### src/rtl/mcdt_arb_pkg.sv
// Shared types and default sizes for the mcdt output scheduler.
package mcdt_arb_pkg;

  localparam int DEF_NCH  = 3;
  localparam int DEF_DW   = 32;
  localparam int DEF_LENW = 3;

  typedef enum logic {IDLE, SEND} state_t;

  typedef logic [1:0] prio_t;

endpackage

### src/rtl/mcdt_rr_picker.sv
// Combinational selector: lowest priority value wins, ties broken round-robin
// starting at the channel after ptr_i.
module mcdt_rr_picker
  import mcdt_arb_pkg::*;
#(
  parameter int NCH = DEF_NCH,
  parameter int IDW = (NCH > 1) ? $clog2(NCH) : 1
) (
  input  logic [NCH-1:0]   elig_i,
  input  logic [2*NCH-1:0] prio_i,
  input  logic [IDW-1:0]   ptr_i,
  output logic             found_o,
  output logic [IDW-1:0]   gnt_o
);

  prio_t min_p;
  logic  hit;
  int    idx;

  // Best priority among eligible channels, then first match in rotated order.
  always_comb begin
    min_p   = 2'd3;
    hit     = 1'b0;
    idx     = 0;
    gnt_o   = '0;
    found_o = |elig_i;
    for (int i = 0; i < NCH; i++) begin
      if (elig_i[i] && (prio_i[2*i +: 2] < min_p)) min_p = prio_i[2*i +: 2];
    end
    for (int k = 1; k <= NCH; k++) begin
      idx = (int'(ptr_i) + k) % NCH;
      if (!hit && elig_i[idx] && (prio_i[2*idx +: 2] == min_p)) begin
        hit   = 1'b1;
        gnt_o = IDW'(idx);
      end
    end
  end

endmodule

### src/rtl/mcdt_arbiter.sv
// Output-side scheduler: grants one channel FIFO at a time for a burst of
// len+1 words, pops it, and feeds a back-pressurable output register.
module mcdt_arbiter
  import mcdt_arb_pkg::*;
#(
  parameter int NCH  = DEF_NCH,
  parameter int DW   = DEF_DW,
  parameter int LENW = DEF_LENW,
  parameter int IDW  = (NCH > 1) ? $clog2(NCH) : 1
) (
  input  logic              clk_i,
  input  logic              rst_i,
  input  logic [NCH-1:0]    ch_en_i,
  input  logic [2*NCH-1:0]  ch_prio_i,
  input  logic [LENW*NCH-1:0] ch_len_i,
  input  logic [NCH-1:0]    ch_req_i,
  input  logic [DW*NCH-1:0] ch_data_i,
  output logic [NCH-1:0]    ch_ack_o,
  input  logic              out_rdy_i,
  output logic [DW-1:0]     mcdt_data_o,
  output logic              mcdt_val_o,
  output logic [IDW-1:0]    mcdt_id_o,
  output logic              busy_o
);

  localparam logic [IDW-1:0]  PTR_RST = IDW'(NCH - 1);
  localparam logic [LENW-1:0] CNT_ONE = LENW'(1);

  state_t          state_q, state_d;
  logic [IDW-1:0]  gnt_q, gnt_d;
  logic [LENW-1:0] len_q, len_d;
  logic [LENW-1:0] cnt_q, cnt_d;
  logic [IDW-1:0]  ptr_q, ptr_d;
  logic [DW-1:0]   data_q, data_d;
  logic            val_q, val_d;
  logic [IDW-1:0]  id_q, id_d;

  logic [NCH-1:0]  elig;
  logic            slot;
  logic            found;
  logic [IDW-1:0]  pick;

  assign elig = ch_en_i & ch_req_i;
  assign slot = !val_q || out_rdy_i;

  mcdt_rr_picker #(.NCH(NCH), .IDW(IDW)) u_picker (
    .elig_i  (elig),
    .prio_i  (ch_prio_i),
    .ptr_i   (ptr_q),
    .found_o (found),
    .gnt_o   (pick)
  );

  // Next-state: arbitration in IDLE, word transfer / early end in SEND,
  // output register drains whenever downstream takes the word.
  always_comb begin
    state_d  = state_q;
    gnt_d    = gnt_q;
    len_d    = len_q;
    cnt_d    = cnt_q;
    ptr_d    = ptr_q;
    data_d   = data_q;
    val_d    = val_q;
    id_d     = id_q;
    ch_ack_o = '0;
    if (val_q && out_rdy_i) val_d = 1'b0;
    case (state_q)
      IDLE: begin
        if (found) begin
          gnt_d   = pick;
          len_d   = ch_len_i[int'(pick)*LENW +: LENW];
          cnt_d   = '0;
          state_d = SEND;
        end
      end
      SEND: begin
        if (slot) begin
          if (elig[gnt_q]) begin
            ch_ack_o[gnt_q] = 1'b1;
            data_d = ch_data_i[int'(gnt_q)*DW +: DW];
            id_d   = gnt_q;
            val_d  = 1'b1;
            cnt_d  = cnt_q + CNT_ONE;
            if (cnt_q == len_q) begin
              state_d = IDLE;
              ptr_d   = gnt_q;
            end
          end else begin
            // FIFO ran dry or channel got disabled: cut the burst short.
            state_d = IDLE;
            ptr_d   = gnt_q;
          end
        end
      end
      default: state_d = IDLE;
    endcase
  end

  // State and output registers; reset also drops any word still held.
  always_ff @(posedge clk_i) begin
    if (rst_i) begin
      state_q <= IDLE;
      gnt_q   <= '0;
      len_q   <= '0;
      cnt_q   <= '0;
      ptr_q   <= PTR_RST;
      data_q  <= '0;
      val_q   <= 1'b0;
      id_q    <= '0;
    end else begin
      state_q <= state_d;
      gnt_q   <= gnt_d;
      len_q   <= len_d;
      cnt_q   <= cnt_d;
      ptr_q   <= ptr_d;
      data_q  <= data_d;
      val_q   <= val_d;
      id_q    <= id_d;
    end
  end

  assign mcdt_data_o = data_q;
  assign mcdt_val_o  = val_q;
  assign mcdt_id_o   = id_q;
  assign busy_o      = (state_q == SEND);

endmodule
### config.mk
export PLATFORM = sky130hd
export DESIGN_NAME = mcdt_arbiter
export DESIGN_NICKNAME = d
export VERILOG_FILES = /design/src/rtl/mcdt_arb_pkg.sv /design/src/rtl/mcdt_rr_picker.sv /design/src/rtl/mcdt_arbiter.sv
export SDC_FILE = /design/constraint.sdc
export NUM_CORES = 1
export LEC_CHECK = 0
export ABC_AREA = 1
export ABC_CLOCK_PERIOD_IN_PS = 6600
export BUFFER_PORTS_ARGS = -buffer_cell sky130_fd_sc_hd__clkbuf_2
export CAP_MARGIN = 20
export CORE_ASPECT_RATIO = 0.5
export CORE_MARGIN = 3
export CORE_UTILIZATION = 40
export CTS_CLUSTER_SIZE = 40
export DETAILED_ROUTE_END_ITERATION = 16
export MAX_ROUTING_LAYER = met4
export PLACE_DENSITY = 0.72
export SETUP_SLACK_MARGIN = 0.4
export SLEW_MARGIN = 30
export SYNTH_ARGS = -nofsm -noshare
export SYNTH_HDL_FRONTEND = slang
export SYNTH_SLANG_ARGS = --single-unit
### constraint.sdc
create_clock -name clk_i -period 6.6 [get_ports clk_i]
set_input_delay 0.33 -clock clk_i [delete_from_list [all_inputs] [get_ports clk_i]]
set_output_delay 0.33 -clock clk_i [all_outputs]
set_load 0.02 [all_outputs]
## After elaboration in Yosys (flattened, before gate mapping)

Index checks and enable logic that the tools add are counted.

| storage, ports and cells | value |
|---|---|
| bits in writable memories | 0 |
| latch bits | 0 |
| word-level logic and storage cells | 97 |
| memories | 0 |
| register bits after elaboration | 46 |
| bits of input ports | 120 |
| memory bits (read-only) | 0 |

| operators by class | value |
|---|---|
| bitwise gates (word level) | 2 |
| multipliers | 1 |
| magnitude comparators | 8 |
| equal/unequal tests | 8 |
| add/sub/neg operators | 4 |
| shift operators | 5 |
| reductions and logical operators | 19 |
| div/mod/pow operators | 3 |
| muxes and demuxes | 39 |

Operator list:

| operator | count |
|---|---|
| < comparator 32 x 4 -> 1 bit (second input constant) | 3 |
| remainder unit 32 x 3 -> 32 bit (second input constant) | 3 |
| variable part select 6 x 32 -> 2 bit | 3 |
| variable part select 96 x 8 -> 32 bit | 1 |
| two-way mux 1 bit | 18 |
| two-way mux 3 bit | 6 |
| two-way mux 2 bit | 8 |
| logical AND 1 bit | 10 |
| AND reduction 3 bit | 3 |
| variable part select 9 x 5 -> 3 bit | 1 |
| binary-select mux 1 bit (select 2 bit) | 4 |
| adder 2 x 2 -> 3 bit (second input constant) | 2 |
| equality test 2 bit | 3 |
| inequality test 2 x 1 -> 1 bit (second input constant) | 3 |
| one-hot mux 3 bit (2 select lines) | 1 |
| < comparator 2 bit | 2 |
| multiplier 2 x 2 -> 4 bit (second input constant) | 1 |
| adder 2 x 1 -> 3 bit (second input constant) | 1 |
| adder 3 x 1 -> 3 bit (second input constant) | 1 |
| bitwise AND 3 bit | 1 |
| equality test 3 bit | 1 |
| logical NOT 1 bit | 3 |
| < comparator 2 x 3 -> 1 bit (second input constant) | 1 |
| OR reduction 3 bit | 1 |
| 8 further kinds | 8 |

## Depth between registers and ports, before layout

| logic depth | value |
|---|---|
| word-level depth | 22 |
| depth in mapped cells | 19 |
| mapped depth without buffers | 19 |

## By module

From an unflattened synthesis, not the netlist that was laid out.

| unflattened totals | value |
|---|---|
| cell total of the unflattened synthesis | 527 |
| area total of the unflattened synthesis | 3328.2 sq um |

By module, submodules not included:

| module | area each (sq um) | cells each | times used |
|---|---|---|---|
| mcdt_arbiter | 2541.2 | 381 | 1 |
| mcdt_rr_picker | 787.0 | 146 | 1 |

## Least setup slack after synthesis

No wires, ideal clock.

| path | value |
|---|---|
| path kind | flip-flop to flip-flop |
| from | register ptr_q[1] |
| to | register len_q[0] |
| slack | 4.409 ns |
| arrival | 2.072 ns |
| data required time | 6.481 ns |
| stages on the path, launching flop included | 15 |
| clock period less this slack | 2.191 ns |
| cell sequence | dfxtp_1 > inv_1 > ha_1 > buf_4 > nand2_2 > o21ai_0 > nand3_1 > xnor2_4 > nand2_4 > nand2_2 > nand2_2 > nand2_2 > nand2_4 > a21oi_1 > a21oi_1 |

| between the ends | value |
|---|---|
| longest elaborated chain between the ends | 17 |
| elaborated cells between the ends (all ways) | 35 |
| those cells by class | add/sub: 3; mul: 1; div: 3; eq/ne: 3; shift: 4; mux: 14; reduce/logical: 7 |

RTL lines:

| element | line | source |
|---|---|---|
| from (decl) | mcdt_arbiter.sv:33 | `logic [IDW-1:0] ptr_q, ptr_d;` |
| from (signal assigned) | mcdt_arbiter.sv:115 | `ptr_q <= ptr_d;` |
| parallel branches: the longest is 14 deep, another holds remainder unit 32 x 3 -> 32 bit | - |  |
| two-way mux 2 bit (*) | mcdt_rr_picker.sv:32 | `if (!hit && elig_i[idx] && (prio_i[2*idx +: 2] == min_p)) begin` |
| multiplier 2 x 2 -> 4 bit (*) | mcdt_arbiter.sv:71 | `len_d = ch_len_i[int'(pick)*LENW +: LENW];` |
| variable part select 9 x 5 -> 3 bit (*) | mcdt_arbiter.sv:71 |  |
| to (signal assigned) | mcdt_arbiter.sv:113 | `len_q <= len_d;` |
| to (decl) | mcdt_arbiter.sv:31 | `logic [LENW-1:0] len_q, len_d;` |

Mark *: on every way between the ends. The select of a mux whose other input is x is not followed.
A chain may end at the register's enable or synchronous reset.

## Final worst setup path

| path | value |
|---|---|
| from | register gnt_q[0] |
| to | output ch_ack_o[2] |

| between the ends | value |
|---|---|
| longest elaborated chain between the ends | 7 |
| elaborated cells between the ends (all ways) | 10 |
| those cells by class | order compare: 2; mux: 7; reduce/logical: 1 |

RTL lines:

| element | line | source |
|---|---|---|
| from (decl) | mcdt_arbiter.sv:30 | `logic [IDW-1:0] gnt_q, gnt_d;` |
| from (signal assigned) | mcdt_arbiter.sv:112 | `gnt_q <= gnt_d;` |
| < comparator 2 x 3 -> 1 bit (implied by the code) / >= comparator 2 x 1 -> 1 bit (equally long branches) | mcdt_arbiter.sv:79 | `ch_ack_o[gnt_q] = 1'b1;` |
| logical AND 1 bit (implied by the code) | mcdt_arbiter.sv:79 |  |
| two-way mux 1 bit (implied by the code) | mcdt_arbiter.sv:79 |  |
| demux 1 bit (select 2 bit) | mcdt_arbiter.sv:79 |  |
| two-way mux 3 bit (*) | mcdt_arbiter.sv:78 | `if (elig[gnt_q]) begin` |
| two-way mux 3 bit (*) | mcdt_arbiter.sv:77 | `if (slot) begin` |
| two-way mux 3 bit (*) | mcdt_arbiter.sv:67 | `case (state_q)` |
| to (decl) | mcdt_arbiter.sv:18 | `output logic [NCH-1:0] ch_ack_o,` |

Mark *: on every way between the ends. The rest lies on a longest branch, timed or not. The select of a mux whose other input is x is not followed.

==> flow_summary.yaml <==
outcome:
  status: "finished, final reports clean"
placement:
  gp_congestion: 0.8683
  portBuffers: 158
  hpwl_um: 7155
  placed_cell_area_sq_um: 3974
final_layout:
  antennaDiodeCount: 0
  area_growth_pct: 33.24
  final_common_cell: "clkbuf_2"
  fin_util_pct: 55.94
  final_nets: 727
  drive_above_1_share_pct: 35.28
  finalInstanceArea_sq_um: 4173
  most-common-layout-cells: "clkbuf_2, nand2_1, dfxtp_1"
floorplan:
  design.core.area_sq_um: 7460
  die_area_sq_um: 8991
  rows: 22
  fp.dieW_um: 131.1
  io_pins: 159
  die_y_um: 68.57
  start_util_pct: 41.98
run:
  drv_cap: 0
worst_hold_path:
  min_path_type: "input port to flop"
  hold_start: "ch_data_i[16]"
timing:
  slew_headroom_pct: 47.04
  setup_viol: 0
  finalMaxSlewViolations: 0
  fin_skew_ns: 0.007638
  period_share_pct: 53.63
  finalCriticalPeriod_ns: 3.540
  worst_pin_slew_ns: 0.7935
  rsz0062_at_grt: "false"
  max_freq_ghz: 0.2825
  final-hold-violation-count: 0
  setup_tns_ns: 0
setup_path:
  required_ns: 6.27
  cp_cell_sequence: "nor2_1, buf_4, inv_2, o221ai_1, nor2_1, inv_2, nor2_4, inv_2, nor2_2, clkbuf_2"
  startpoint: "gnt_q[0]"
  critPathMostFrequentCell: "inv_2"
  critical_path_class: "flop to output port"
  start_kind: "flop"
  crit_family: "simple AND/OR/NAND/NOR gates"
  cp_slowest_stage_delay_ns: 0.57
  critPathMaxFanout: 41
  critPathCaptureType: "output port"
  crit_slowest_cell: "nor2_4"
  regToRegStartpoint: "gnt_q[0]"
  arrival_ns: 3.21
  critPathBufInv: 5
global_routing:
  grt_start_max_net_pins: 42
  antenna_found_initial: 0
  grt_pass1_vias: 3182
  grt_pass1_wl_um: 14380
  gr-total-overflow: 0
  track_usage_pct: 19.68
power_and_ir_drop:
  power-per-cell-area_nw_per_um2: 253.4
  p_leak_nw: 1.993
  vdd_drop_max_v: 0.0001036
clock_tree:
  clock_latency_ns: 0.28
  h-tree-depth: 2
  path_clk_slew_ns: 0.06
  numCtsBuffers: 5
  root_buffer: "clkbuf_16"
  clkSinkCount: 46
  hold_buffers: 0
  clockBufferDepth: 2
  post_cts_buffers: 0
  cts_resized: 0
  cts_tree: "done"
yosys:
  yosysWarnings: 0
  syn_area_sq_um: 3132
  ys_seq_area_share_pct: 29.40
  async_reset_ff_share_pct: 0
  synthCells: 450
  synth_seq_cells: 46
  synth_enable_flop_cells: 0
  syn_avg_cell_area_sq_um: 6.959
  synth_nets: 580
  ys.flop_type: "dfxtp_1"
  synth_cell_type_count: 37
routing:
  drcViolationCount: 0
  topRoutingLayerUsed: "met4"
  routed-wl-met2_um: 4612
  detail_route.iter0.violations: 153
  wl_met1_um: 4124
  antenna_left: 0
  vias: 3559
  first_pass_iters: 4
  routed_wl_um: 9187
  routedWlPerCell_um: 13.01
  viasPerCell: 5.041
  wl_met3_um: 368
report_power, final:
group	leakage (nW)	internal [mW]	total [mW]	switching, mW
Sequential	0.374	0.306	0.325	0.0191
Clock	0.0971	0.227	0.330	0.103
Combinational	1.52	0.149	0.402	0.253
synthesized netlist by cell type (2+ instances only):
cell type	instances	area [sq um]
a21oi_1	20	100.1
nand3_2	7	70.07
nor2_4	6	67.56
nand2_2	8	50.05
o22ai_1	5	31.28
nand2_1	138	518.0
a41oi_1	32	280.3
o211ai_1	2	15.01
nor3_1	5	25.02
nand2_4	8	90.09
o21ai_1	4	20.02
nor2_2	2	12.51
dfxtp_1	46	920.9
nand4_1	5	31.28
xnor2_1	3	26.28
inv_1	38	142.6
ha_1	10	125.1
clkbuf_1	12	45.04
o21ai_0	30	150.1
buf_2	3	15.01
nor2_1	15	56.30
buf_4	4	30.03
nand3b_1	2	15.01
nand3_1	27	135.1
inv_2	6	22.52
state kept, by name, indices dropped and copies added, names as in the netlist:
register     count
gnt_q            2
busy_o           1
len_q            3
ptr_q            2
cnt_q            3
mcdt_val_o       1
mcdt_id_o        2
mcdt_data_o     32
worst reg2reg max path, stage by stage, from the launching register on:
cell and delay [ns]:
dfxtp_1 0.41, nor2_1 0.06, buf_4 0.21, inv_2 0.11
o221ai_1 0.13, nor2_1 0.15, inv_2 0.07, nor2_4 0.57
inv_2 0.38, nor2_2 0.58, nand2_1 0.10, a41oi_1 0.22
per-layer routing:
| layer | GRT usage (%) | vias to the layer above |
|---|---|---|
| li1 | - | 1828 |
| met1 | 23.73 | 1643 |
| met2 | 35.95 | 80 |
| met3 | 3.261 | 8 |
| met4 | 4.188 | 0 |
| met5 | - | - |
layout make-up:
| class | instances | area [sq um] |
|---|---|---|
| Clock buffer | 6 | 138.9 |
| Clock inverter | 2 | 60.06 |
| Fill cell | 742 | 3287 |
| Inverter | 45 | 173.9 |
| Multi-Input combinational cell | 339 | 1938 |
| Sequential cell | 46 | 920.9 |
| Tap cell | 108 | 135.1 |
| Timing Repair Buffer | 160 | 805.8 |
per-stage QoR:
| step | hold WS [ns] | instances | setup WS (ns) | total power [mW] |
|---|---|---|---|---|
| global route | 0.3219 | 706 | 2.727 | 1.121 |
| floorplan | 0.4584 | 450 | 4.409 | 0.6230 |
| CTS | 0.3149 | 706 | 3.051 | 1.064 |
| global placement | 0.4527 | 698 | 3.435 | 0.7292 |
| detailed placement | 0.4553 | 698 | 3.348 | 0.7329 |
| finish | 0.3194 | 706 | 3.060 | 1.057 |
path summary, 6_finish.rpt:
kind                     end  slack, ns  cells after the start
min reg2reg     mcdt_id_o[0]       0.47                      2
max              ch_ack_o[2]       3.06                     10
max reg2reg   mcdt_data_o[9]       3.55                     11
min          mcdt_data_o[16]       0.32                      3
cell families after synthesis:
kind of cell               after synthesis  synth area share (%)
buffers and inverters                   65                 8.789
adders and majority gates               10                 3.995
DFF                                     46                 29.40
AOI/OAI and AO/OA                       99                 20.66
xor gates and xnor gates                 4                 1.718
and+or+nand+nor                        226                 35.44
Power figures use the tool's default switching activity.
